[config.mk]
export PLATFORM = sky130hd
export DESIGN_NAME = mux_tree_pipe
export DESIGN_NICKNAME = d
export VERILOG_FILES = /design/src/rtl/mux_tree_pipe_pkg.sv /design/src/rtl/mux_tree_pipe_mux2to1_reg.sv /design/src/rtl/mux_tree_pipe.sv
export SDC_FILE = /design/constraint.sdc
export NUM_CORES = 1
export LEC_CHECK = 0
export CORE_ASPECT_RATIO = 1.2
export CORE_MARGIN = 2
export CORE_UTILIZATION = 46
export DETAILED_ROUTE_END_ITERATION = 6
export HOLD_SLACK_MARGIN = 0.02
export PLACE_DENSITY_LB_ADDON = 0.12
export SLEW_MARGIN = 25
export SYNTH_ARGS = -nofsm -noshare
export SYNTH_HDL_FRONTEND = slang
export SYNTH_HIERARCHICAL = 1
export SYNTH_SLANG_ARGS = --single-unit
export TNS_END_PERCENT = 30
[constraint.sdc]
create_clock -name clk -period 2.7 [get_ports clk]
set_input_delay 0.54 -clock clk [delete_from_list [all_inputs] [get_ports clk]]
set_output_delay 0.54 -clock clk [all_outputs]
set_load 0.01 [all_outputs]
[src/rtl/mux_tree_pipe_pkg.sv]
// rtl/mux_tree_pipe_pkg.sv - shared constants, width helpers and stage record for the mux tree
package mux_tree_pkg;

  localparam int DEF_SHIFT = 3;
  localparam int DEF_N     = 4;
  localparam int DEF_WIDTH = 8;

  // Ceiling log2; returns 0 for n <= 1.
  function automatic int clog2(input int n);
    int r;
    r = 0;
    for (int i = 0; i < 31; i++) begin
      if ((1 << i) < n) r = i + 1;
    end
    return r;
  endfunction

  // Select width; never zero so select ports always exist.
  function automatic int sel_w(input int n);
    return (n < 2) ? 1 : clog2(n);
  endfunction

  // Number of registered 2:1 levels.
  function automatic int lvl(input int n);
    return clog2(n);
  endfunction

  localparam int DEF_SEL_W = sel_w(DEF_N);

  // One pipeline stage record for the default geometry.
  typedef struct packed {
    logic                 valid;
    logic                 err;
    logic [DEF_SEL_W-1:0] sel_rem;
    logic [DEF_WIDTH-1:0] data;
  } stage_t;

endpackage

[src/rtl/mux_tree_pipe_mux2to1_reg.sv]
// rtl/mux_tree_pipe_mux2to1_reg.sv - one registered 2:1 tree node with hold enable
module mux2to1_reg
  import mux_tree_pkg::*;
#(
  parameter int WIDTH = DEF_WIDTH
) (
  input  logic             clk,
  input  logic             rst_n,
  input  logic             hold,
  input  logic             sel,
  input  logic [WIDTH-1:0] a,
  input  logic [WIDTH-1:0] b,
  output logic [WIDTH-1:0] q
);

  logic [WIDTH-1:0] q_d;
  logic [WIDTH-1:0] q_q;

  // Pick a or b unless the pipeline is frozen.
  always_comb begin
    q_d = q_q;
    if (!hold) begin
      q_d = sel ? b : a;
    end
  end

  // Node data register.
  always_ff @(posedge clk or negedge rst_n) begin
    if (!rst_n) begin
      q_q <= '0;
    end else begin
      q_q <= q_d;
    end
  end

  assign q = q_q;

endmodule

[src/rtl/mux_tree_pipe.sv]
// rtl/mux_tree_pipe.sv - pipelined N-channel mux tree with valid/ready; optional MUX_TREE_PRECAL_EN shift stage
module mux_tree_pipe
  import mux_tree_pkg::*;
#(
  parameter  int N     = DEF_N,
  parameter  int WIDTH = DEF_WIDTH,
  parameter  int SHIFT = DEF_SHIFT,
  localparam int SEL_W = sel_w(N),
  localparam int LVL   = lvl(N)
) (
  input  logic               clk,
  input  logic               rst_n,
  input  logic [N*WIDTH-1:0] in_data,
  input  logic [SEL_W-1:0]   in_sel,
  input  logic               in_valid,
  output logic               in_ready,
  output logic [WIDTH-1:0]   out_data,
  output logic               out_err,
  output logic               out_valid,
  input  logic               out_ready
);

  localparam int LEAVES = 1 << LVL;

  // Per-level control that travels alongside the data nodes.
  typedef struct packed {
    logic             valid;
    logic             err;
    logic [SEL_W-1:0] sel_rem;
  } ctl_t;

  ctl_t ctl_d [LVL];
  ctl_t ctl_q [LVL];
  logic lvl_sel [LVL];
  logic stall;

  // Heap-ordered tree: node 1 is the root, leaves sit at LEAVES..2*LEAVES-1.
  logic [WIDTH-1:0] tree [1:2*LEAVES-1];

  assign stall    = ctl_q[LVL-1].valid & ~out_ready;
  assign in_ready = ~stall;

  // Leaves: live channels (optionally pre-shifted) and zero padding.
  for (genvar i = 0; i < LEAVES; i++) begin : g_leaf
    if (i < N) begin : g_live
      logic [WIDTH-1:0] ch;
      assign ch = in_data[i*WIDTH +: WIDTH];
`ifdef MUX_TREE_PRECAL_EN
      assign tree[LEAVES+i] = ch << SHIFT;
`else
      assign tree[LEAVES+i] = ch;
`endif
    end else begin : g_pad
      assign tree[LEAVES+i] = '0;
    end
  end

  // Registered 2:1 nodes, level k consumes select bit k.
  for (genvar k = 0; k < LVL; k++) begin : g_lvl
    localparam int BASE = 1 << (LVL - 1 - k);
    for (genvar j = 0; j < BASE; j++) begin : g_node
      mux2to1_reg #(
        .WIDTH(WIDTH)
      ) u_node (
        .clk  (clk),
        .rst_n(rst_n),
        .hold (stall),
        .sel  (lvl_sel[k]),
        .a    (tree[2*(BASE+j)]),
        .b    (tree[2*(BASE+j)+1]),
        .q    (tree[BASE+j])
      );
    end
  end

  // Select bit seen by each level: raw LSB at level 0, carried LSB afterwards.
  always_comb begin
    for (int k = 0; k < LVL; k++) begin
      lvl_sel[k] = 1'b0;
    end
    lvl_sel[0] = in_sel[0];
    for (int k = 1; k < LVL; k++) begin
      lvl_sel[k] = ctl_q[k-1].sel_rem[0];
    end
  end

  // Control advance: level 0 samples the input, later levels shift down; all hold on stall.
  always_comb begin
    for (int k = 0; k < LVL; k++) begin
      ctl_d[k] = ctl_q[k];
    end
    if (!stall) begin
      ctl_d[0].valid   = in_valid;
      ctl_d[0].err     = (int'(in_sel) >= N);
      ctl_d[0].sel_rem = in_sel >> 1;
      for (int k = 1; k < LVL; k++) begin
        ctl_d[k].valid   = ctl_q[k-1].valid;
        ctl_d[k].err     = ctl_q[k-1].err;
        ctl_d[k].sel_rem = ctl_q[k-1].sel_rem >> 1;
      end
    end
  end

  // Control registers; reset discards everything in flight.
  always_ff @(posedge clk or negedge rst_n) begin
    if (!rst_n) begin
      for (int k = 0; k < LVL; k++) begin
        ctl_q[k] <= '0;
      end
    end else begin
      for (int k = 0; k < LVL; k++) begin
        ctl_q[k] <= ctl_d[k];
      end
    end
  end

  assign out_data  = tree[1];
  assign out_err   = ctl_q[LVL-1].err;
  assign out_valid = ctl_q[LVL-1].valid;

endmodule

==> results by group <==
Run status
  • Status: complete, no violations

Worst setup path
  • Reg2reg setup slack: 1.34 ns
  • Crit path capture type: output port
  • Crit path arrival time: 1.66 ns
  • Startpoint Class: input port
  • R2r startpoint: out_valid
  • WS Path Type: input port to output port
  • Critical path origin: out_ready
  • Worst Path Required: 2.16 ns
  • Critical Path Fanout Max: 2

CTS
  • Worst-path clk slew: 0.14 ns
  • # hold bufs at CTS: 0
  • Root Driver: clkbuf_4
  • Postcts setup bufs: 0
  • CTS tree: yes
  • H-Tree Depth: 1
  • Sink Count: 27
  • CTS Buf Count: 3
  • Post-CTS sizing: 0
  • Worst-skew pair later-pin latency: 0.32 ns
  • Worst-case clock buffer depth: 2

Floorplanning
  • DIE HEIGHT: 61.3 µm
  • Die width: 51.8 µm
  • Row count: 20
  • Die area: 3170 µm²
  • I/O Pins: 49
  • Initial core utilization: 48.8%
  • Placeable Area: 2580 µm²

Global route
  • First-pass GRT wire length: 3820 µm
  • Number of global-route vias before repair: 883
  • GRT busiest layer: met2
  • Global route overflow: 0
  • Grt met3 use: 3.16%
  • Met2 capacity usage during global routing: 28.2%
  • Tot GR Track Use: 16.4%
  • Largest net degree at the start of global routing: 52
  • Number of antenna violations at the first check in global routing: 0
  • Met1 Use GR: 19.9%

Route
  • Remaining DRCs: 0
  • WL/cell: 11.8 µm
  • DRT Pass-1 Iters: 4
  • Iter 0 DRT Violations: 12
  • Antenna-violating nets left: 0
  • Vias per cell: 4.89
  • Routed WL: 2280 µm
  • Via Count: 938

Placed design
  • Dpl hpwl: 1700 µm
  • Placed inst area: 1720 µm²
  • Pre-CTS WS: 0.490 ns
  • Final Wtd Congestion: 0.722
  • Port-buffer cells: 47
  • Cells after DPL: 188

Synth
  • Synth area leaders: dfrtp_1, mux2i_1, o21ai_1, nand2_1, buf_6
  • Avg Cell Area, Syn: 11.2 µm²
  • Sequential area share after synthesis: 53.7%
  • Post-synth top area cell: dfrtp_1
  • Share of the synthesized area in the top cell type: 53.7%
  • Synth cell types: 11
  • Post-synthesis register bit count: 27
  • Gate Count Post-Synth: 112
  • Synth Cell Area: 1260 µm²
  • Synth Net Count: 150
  • Ys Warns: 6

STA
  • RSZ-0062 raised after global routing: false
  • Final worst slack: 0.496 ns
  • Ratio of final minimum period to clock period: 81.6%
  • Achievable frequency: 454 MHz
  • Slew Limit Fails: 0
  • Final setup viols: 0
  • Final hold viol count: 0
  • Post-route minimum period: 2.20 ns
  • Worst Skew: 0.00766 ns
  • Post-Route Setup TNS: 0 ns

Job
  • MaxCap Viol Count: 0

Cells and area
  • Final Util: 67.8%
  • Layout area overhead: 38.9%
  • Antenna diodes: 0
  • Cell Count, Final, Fillers Out: 192
  • Fillers: 216
  • Share of layout cells above drive strength 1: 6.92%
  • Final layout net count: 198
  • Final Cell Area: 1750 µm²

Power
  • Seq pwr share: 53.9%
  • Switch share: 27.9%
  • NetSw: 268 µW
  • Leak Pwr: 0.779 nW
  • Worst vdd ir: 0.000330 V
  • PwrDens: 549 nW/µm²
  • Clock network power share: 18.2%
  • Comb pwr share: 27.9%
  • Internal power: 692 µW

Hold path
  • Hold WC Path Type: register to register
  • Worst Min Path Start: ctl_q[7]
==> state kept, by name (all words and copies together), names as in the netlist <==
register	cells
g_lvl.g_node.u_node/q	24
ctl_q	2
out_valid	1
==> metal layers <==
layer	part of all wire (%)	wire, µm	up-vias
met5	0	0	-
met4	0.92	21	0
met3	6.5	149	2
met2	47	1070	37
met1	45	1030	424
li1	-	-	475
==> layout by cell type (no fill, tap or decap), types with 2 or more instances in the layout <==
cell              n
nand2_1          24
mux2_4            2
o21ai_1          24
mux2i_1          24
clkbuf_4          3
buf_4             3
clkdlybuf4s50_1  47
dfrtp_1          27
==> cell usage after synthesis, drive strengths merged <==
cell type / instances
buf: 7
or2: 1
nand2: 24
o21ai: 24
inv: 1
mux2: 2
mux2i: 24
nor2b: 1
conb: 1
dfrtp: 27
==> worst max-delay path, cell delays in order <==
cell and delay [ns]:
clkdlybuf4s50_1 0.50, nor2b_4 0.05, inv_1 0.05, clkdlybuf4s50_1 0.52
==> worst paths after layout <==
kind                                                   to  cells after the start
min                                             out_valid                      1
min reg2reg                                     out_valid                      1
min in group asynchronous  g_lvl[0].g_node[1].u_node/q[3]                      2
max                                              in_ready                      4
max reg2reg                                      ctl_q[7]                      3
max in group asynchronous  g_lvl[1].g_node[0].u_node/q[0]                      2
==> power by group through the flow <==
stage / Sequential (mW) / Clock [mW] / Combinational [mW]
finish: 0.518 / 0.175 / 0.268
global route: 0.526 / 0.196 / 0.294
CTS: 0.518 / 0.181 / 0.272
detailed placement: 0.526 / 0 / 0.270
global placement: 0.522 / 0 / 0.263
floorplan: 0.526 / 0 / 0.131
==> per-stage QoR <==
step / power, mW / hold WS [ns]
2_1_floorplan: 0.657 / 0.244
3_3_place_gp: 0.785 / 0.459
3_5_place_dp: 0.796 / 0.471
4_1_cts: 0.971 / 0.504
5_1_grt: 1.02 / 0.512
6_report: 0.960 / 0.500
==> cell families (layout without fill, tap and decap cells) <==
logic type,count (synthesis),after routing,synth area share [%]
AO/OA/AOI/OAI,24,24,9.54
AND/OR/NAND/NOR,26,26,8.75
multiplexers,26,26,21.5
buffers and inverters,8,55,6.26
other,1,1,0.298
flip-flops,27,27,53.7
==> area by class of cell <==
cell class,instances,area (µm²),area share (%)
Multi-Input combinational cell,77,504,28.8
Timing Repair Buffer,50,493,28.2
Tap cell,33,41.3,2.36
Sequential cell,27,676,38.7
Inverter,1,3.75,0.215
Clock inverter,1,7.51,0.429
Clock buffer,3,22.5,1.29
Note: power is estimated with default switching activity, not from simulation.
